## config.mk

```make
export PLATFORM = sky130hd
export DESIGN_NAME = ocp_slave_ctrl
export DESIGN_NICKNAME = d
export VERILOG_FILES = /design/src/rtl/ocp_slave_ctrl.sv
export SDC_FILE = /design/constraint.sdc
export NUM_CORES = 1
export LEC_CHECK = 0
export BUFFER_PORTS_ARGS = -buffer_cell sky130_fd_sc_hd__buf_2
export CAP_MARGIN = 20
export CELL_PAD_IN_SITES_DETAIL_PLACEMENT = 1
export CELL_PAD_IN_SITES_GLOBAL_PLACEMENT = 1
export CORE_MARGIN = 2
export CORE_UTILIZATION = 33
export DETAILED_ROUTE_END_ITERATION = 10
export PLACE_DENSITY_LB_ADDON = 0.05
export SYNTH_ARGS = -nofsm -noshare
export SYNTH_HDL_FRONTEND = slang
export SYNTH_SLANG_ARGS = --single-unit
```

## constraint.sdc

```tcl
create_clock -name clock -period 2.9 [get_ports clock]
set_clock_uncertainty 0.05 [all_clocks]
set_input_delay 0.145 -clock clock [delete_from_list [all_inputs] [get_ports clock]]
set_output_delay 0.145 -clock clock [all_outputs]
set_load 0.02 [all_outputs]
```

## src/rtl/ocp_slave_ctrl.sv

```systemverilog
// ocp_slave_ctrl: OCP single-request slave that bridges one command at a time
// onto a request/acknowledge backend (register file or memory).
// Adds an address-range decode, a backend timeout and byte enables.
// Optional feature macro: OCP_WRITE_RESP_EN.
//   defined   - every write returns DVA or ERR through the response handshake
//   undefined - writes are posted; no SResp for writes, only for reads and
//               reserved commands
// Handshakes:
//   command : accepted at a rising edge where SCmdAccept=1 and MCmd!=IDLE.
//   backend : be_req and be_* stay stable until be_ack=1 is sampled at an edge.
//   response: SResp/SData stay stable until MRespAccept=1 is sampled at an edge.
module ocp_slave_ctrl #(
   parameter int                ADDR_W     = 16,
   parameter int                DATA_W     = 32,
   parameter logic [ADDR_W-1:0] ADDR_LIMIT = ADDR_W'(16'h1000),
   parameter int                TIMEOUT    = 255,
   parameter int                TMO_W      = 8
) (
   input  logic                clock,
   input  logic                reset,
   input  logic [2:0]          MCmd,
   input  logic [ADDR_W-1:0]   MAddr,
   input  logic [DATA_W-1:0]   MData,
   input  logic [DATA_W/8-1:0] MByteEn,
   input  logic                MRespAccept,
   output logic                SCmdAccept,
   output logic [1:0]          SResp,
   output logic [DATA_W-1:0]   SData,
   output logic                be_req,
   output logic                be_we,
   output logic [ADDR_W-1:0]   be_addr,
   output logic [DATA_W-1:0]   be_wdata,
   output logic [DATA_W/8-1:0] be_be,
   input  logic                be_ack,
   input  logic [DATA_W-1:0]   be_rdata,
   input  logic                be_err,
   output logic [1:0]          dbg_state
);

   localparam logic [2:0] CMD_IDLE = 3'b000;
   localparam logic [2:0] CMD_WR   = 3'b001;
   localparam logic [2:0] CMD_RD   = 3'b010;

   localparam logic [1:0] RESP_NULL = 2'b00;
   localparam logic [1:0] RESP_DVA  = 2'b01;
   localparam logic [1:0] RESP_ERR  = 2'b11;

   // Counter value seen in the last REQ cycle before the timeout fires.
   localparam logic [TMO_W-1:0] TMO_LAST = TMO_W'(TIMEOUT - 1);

   typedef enum logic [1:0] {
      ST_IDLE = 2'd0,
      ST_REQ  = 2'd1,
      ST_RESP = 2'd2
   } state_t;

   state_t           state;
   logic [TMO_W-1:0] tmo_cnt;

   assign dbg_state = state;

   // Main controller: command capture, backend request, response handshake.
   always_ff @(posedge clock) begin
      if (reset) begin
         state      <= ST_IDLE;
         tmo_cnt    <= '0;
         SCmdAccept <= 1'b1;
         SResp      <= RESP_NULL;
         SData      <= '0;
         be_req     <= 1'b0;
         be_we      <= 1'b0;
         be_addr    <= '0;
         be_wdata   <= '0;
         be_be      <= '0;
      end else begin
         case (state)
            ST_IDLE: begin
               if (MCmd != CMD_IDLE) begin
                  if (((MCmd == CMD_WR) || (MCmd == CMD_RD)) && (MAddr < ADDR_LIMIT)) begin
                     be_req     <= 1'b1;
                     be_we      <= (MCmd == CMD_WR);
                     be_addr    <= MAddr;
                     be_wdata   <= MData;
                     be_be      <= MByteEn;
                     tmo_cnt    <= '0;
                     SCmdAccept <= 1'b0;
                     state      <= ST_REQ;
                  end
`ifndef OCP_WRITE_RESP_EN
                  else if (MCmd == CMD_WR) begin
                     // Out-of-range posted write: dropped, keep accepting.
                     state <= ST_IDLE;
                  end
`endif
                  else begin
                     SResp      <= RESP_ERR;
                     SData      <= '0;
                     SCmdAccept <= 1'b0;
                     state      <= ST_RESP;
                  end
               end
            end

            ST_REQ: begin
               if (be_ack) begin
                  // An ack in the timeout cycle still completes normally.
                  be_req  <= 1'b0;
                  tmo_cnt <= '0;
                  if (be_we) begin
`ifdef OCP_WRITE_RESP_EN
                     SResp <= be_err ? RESP_ERR : RESP_DVA;
                     SData <= '0;
                     state <= ST_RESP;
`else
                     SCmdAccept <= 1'b1;
                     state      <= ST_IDLE;
`endif
                  end else begin
                     SResp <= be_err ? RESP_ERR : RESP_DVA;
                     SData <= be_err ? '0 : be_rdata;
                     state <= ST_RESP;
                  end
               end else if ((TIMEOUT != 0) && (tmo_cnt == TMO_LAST)) begin
                  be_req  <= 1'b0;
                  tmo_cnt <= '0;
`ifdef OCP_WRITE_RESP_EN
                  SResp <= RESP_ERR;
                  SData <= '0;
                  state <= ST_RESP;
`else
                  if (be_we) begin
                     SCmdAccept <= 1'b1;
                     state      <= ST_IDLE;
                  end else begin
                     SResp <= RESP_ERR;
                     SData <= '0;
                     state <= ST_RESP;
                  end
`endif
               end else begin
                  tmo_cnt <= tmo_cnt + 1'b1;
               end
            end

            ST_RESP: begin
               if (MRespAccept) begin
                  SResp      <= RESP_NULL;
                  SData      <= '0;
                  SCmdAccept <= 1'b1;
                  state      <= ST_IDLE;
               end
            end

            default: begin
               state      <= ST_IDLE;
               SCmdAccept <= 1'b1;
               SResp      <= RESP_NULL;
               SData      <= '0;
               be_req     <= 1'b0;
            end
         endcase
      end
   end

endmodule

```

==> reports/metrics.yaml <==
clock_network:
  clock-sinks: 99
  htree_levels: 3
  cts_tree: "yes"
  cts_setup_buffers: 0
  cts_buffer_depth: 2
  cts-resized-gates: 0
  clock_latency_ns: 0.34
  cts_made_buffers: 9
  cts_root_buffer: "clkbuf_16"
  clk_pin_slew_ns: 0.06
synth:
  yosys.area_share.simple_pct: 24.7
  ys.flop_type: "dfxtp_1"
  synthMuxAreaShare_pct: 8.63
  synth_nets: 560
  synth.avg_cell_area_sq_um: 8.59
  synth_compound_area_share_pct: 12.2
  synth_top_family_by_area: "simple AND/OR/NAND/NOR gates"
  yosys_register_bits: 99
  synth.cell_area_sq_um: 4000
  ys_seq_area_share_pct: 49.5
  synth-edff-count: 0
  netlist_instances: 466
  synthXorXnorAreaFrac_pct: 0
  ys_async_sr_fraction_pct: 0
  yosysWarningCount: 0
  yosys.area_share.adder_pct: 0.625
  ys_types: 40
final_layout:
  design_area_sq_um: 6050
  nets: 804
  drive_gt1_share_pct: 29.6
  diodes: 0
  fill_cells: 1450
  layout-area-overhead-vs-synth_pct: 51.3
sta:
  fin_crit_sh_pct: 82.5
  setup_viol: 0
  finalCriticalPeriod_ns: 2.39
  slew_viol_final: 0
  holdWs_ns: 0.0132
  hold_viol: 0
  rsz0062_at_grt: "false"
  fin_tns_setup_ns: 0
  worstMarginPinSlew_ns: 0.710
  fmax_mhz: 418
  max_slew_margin_pct: 52.6
setup_path:
  path_cells: "inv_1 -> ha_1 -> nand4_2 -> o21ai_4 -> nand2_4 -> a2111oi_4 -> buf_12 -> mux2_4"
  r2r-start: "tmo_cnt[0]"
  crit_type: "reg2reg"
  cp.arrival_ns: 2.57
  crit_fanout: 34
  cp_top_family: "compound AO/OA/AOI/OAI gates"
  critPathBufInv: 2
  cp-start-kind: "register"
  r2r-end: "SResp[0]"
  max_stage_delay_ns: 0.36
  setup.worst_path.end_class: "register"
  required_ns: 3.08
  r2r_cells: 8
  r2r_slack_ns: 0.51
  startpoint: "tmo_cnt[0]"
  cp_slowest_cell: "a2111oi_4"
floorplan:
  die_area_sq_um: 13000
  core-area_sq_um: 11900
  die_w_um: 114
  die_height_um: 114
  rows: 40
  ios: 183
  start_util_pct: 33.6
place:
  dp_hpwl_mm: 8.16
  numPortBuffers: 182
  place_area_sq_um: 5010
  place.gp.congestion: 0.785
detailed_routing:
  wl_per_cell_um: 14.8
  vias_per_cell: 4.70
  final_antenna_net_count: 0
  drtIter0Drc: 157
  drt-total-wl_mm: 12.8
  drc: 0
  via_count: 4043
  first_pass_iters: 4
global_route:
  grt_max_degree: 55
  grt.overflow.total: 0
  antenna_found_initial: 1
  track_usage_pct: 20.1
  grt_pass1_vias: 4256
  grt_first_pass_wirelength_mm: 20.8
min_path:
  min_from: "be_rdata[12]"
  hold_path.class: "in2reg"
  hold_path_end: "SData[12]"
  hold_depth: 3
pwr:
  power.leakage_nw: 2.73
  vdd_ir_drop_max_v: 0.000272
  power.density_nw_per_um2: 495
job:
  cap_violations: 0
outcome:
  status: "completed"
-- where the power goes --
| group | total (W) | leakage [nW] | switching, W | internal (W) |
|---|---|---|---|---|
| Combinational | 0.000330 | 1.78 | 0.000150 | 0.000181 |
| Sequential | 0.00138 | 0.799 | 0.0000102 | 0.00137 |
| Clock | 0.00128 | 0.150 | 0.000506 | 0.000777 |
-- cell type report --
type / count / area (sq um) / share of cell area [%]
inverters: 4 / 15.0 / 0.248
well taps: 147 / 184 / 3.04
flip-flops and latches: 99 / 1980 / 32.7
clock inverters: 2 / 60.1 / 0.992
repair buffers: 262 / 1710 / 28.2
multi-input cells: 334 / 1860 / 30.7
clock buffers: 13 / 250 / 4.13
-- per-stage QoR --
stage / worst slack [ns] / power (W) / instances / util [%]
6_report: 0.509 / 0.00300 / 861 / 50.8
2_1_floorplan: 0.706 / 0.00157 / 466 / -
3_5_place_dp: 0.440 / 0.00166 / 773 / 42.1
4_1_cts: 0.519 / 0.00303 / 861 / 50.8
3_3_place_gp: 0.473 / 0.00166 / 773 / 42.1
5_1_grt: 0.385 / 0.00312 / 861 / 50.8
-- tightest hold or removal path, stage by stage --
cell and delay (ns):
buf_2 0.10, nand2_1 0.05, mux2i_1 0.06
-- per-layer routing --
layer	routed length (um)	GRT usage (%)	vias to the layer above
met5	13	0	-
met4	337	8.46	2
met3	719	5.35	25
met2	6160	34.2	119
met1	5530	24.1	1878
li1	-	-	2019
-- logic make-up (layout without fill, tap and decap cells) --
kind of cell | after synthesis | in the layout
AO/OA/AOI/OAI | 83 | 83
flip-flops | 99 | 99
adder cells (fa/ha/maj) | 2 | 2
multiplexers | 34 | 34
buffers and inverters | 33 | 281
AND/OR/NAND/NOR | 215 | 215
-- placed cells by master, fill, tap and decap left out, drive strengths merged, types with 5 or more instances in the layout --
master / n
buf: 189
nand3: 5
dlygate4sd3: 73
clkbuf: 13
a21oi: 62
mux2i: 33
nand2: 137
dfxtp: 99
o21ai: 7
nor2: 15
nor3b: 5
a211oi: 8
nand2b: 35
-- state kept, by name, summed over array words and instances (netlist names) --
| name | count |
|---|---|
| be_we | 1 |
| dbg_state | 2 |
| SCmdAccept | 1 |
| SResp | 2 |
| be_be | 4 |
| tmo_cnt | 8 |
| be_wdata | 32 |
| be_req | 1 |
| SData | 32 |
| be_addr | 16 |
-- worst max path at each step --
| stage | endpoint | slack (ns) | depth (start not counted) |
|---|---|---|---|
| floorplan | SResp[0] | 0.71 | 7 |
| global placement | be_wdata[2] | 0.47 | 7 |
| detailed placement | be_wdata[16] | 0.44 | 7 |
| CTS | SResp[0] | 0.52 | 8 |
| global route | SResp[0] | 0.39 | 8 |
| finish | SResp[0] | 0.51 | 8 |
-- timing repair --
item                                    4_1_cts  5_1_grt
endpoints found under the setup margin        0        0
endpoints found under the hold margin        73        0
hold buffers                                 73        0
-- synthesized netlist by cell type, types with 2 or more instances --
master    instances  share of area (%)
a211oi_1          7                1.3
a21oi_1          62                7.8
and2_1            2               0.31
and3_1            2               0.31
buf_2             5               0.63
buf_8             3                1.1
clkbuf_1         20                1.9
dfxtp_1          99                 50
ha_1              2               0.63
inv_1             4               0.38
mux2i_1          33                8.3
nand2_1         136                 13
nand2b_1         35                5.5
nand3_1           4               0.50
nor2_1           15                1.4
nor3_1            4               0.50
nor3b_1           5               0.94
o21ai_0           5               0.63
or2b_1            2               0.38
No activity file was read; power rests on OpenSTA's default activity.
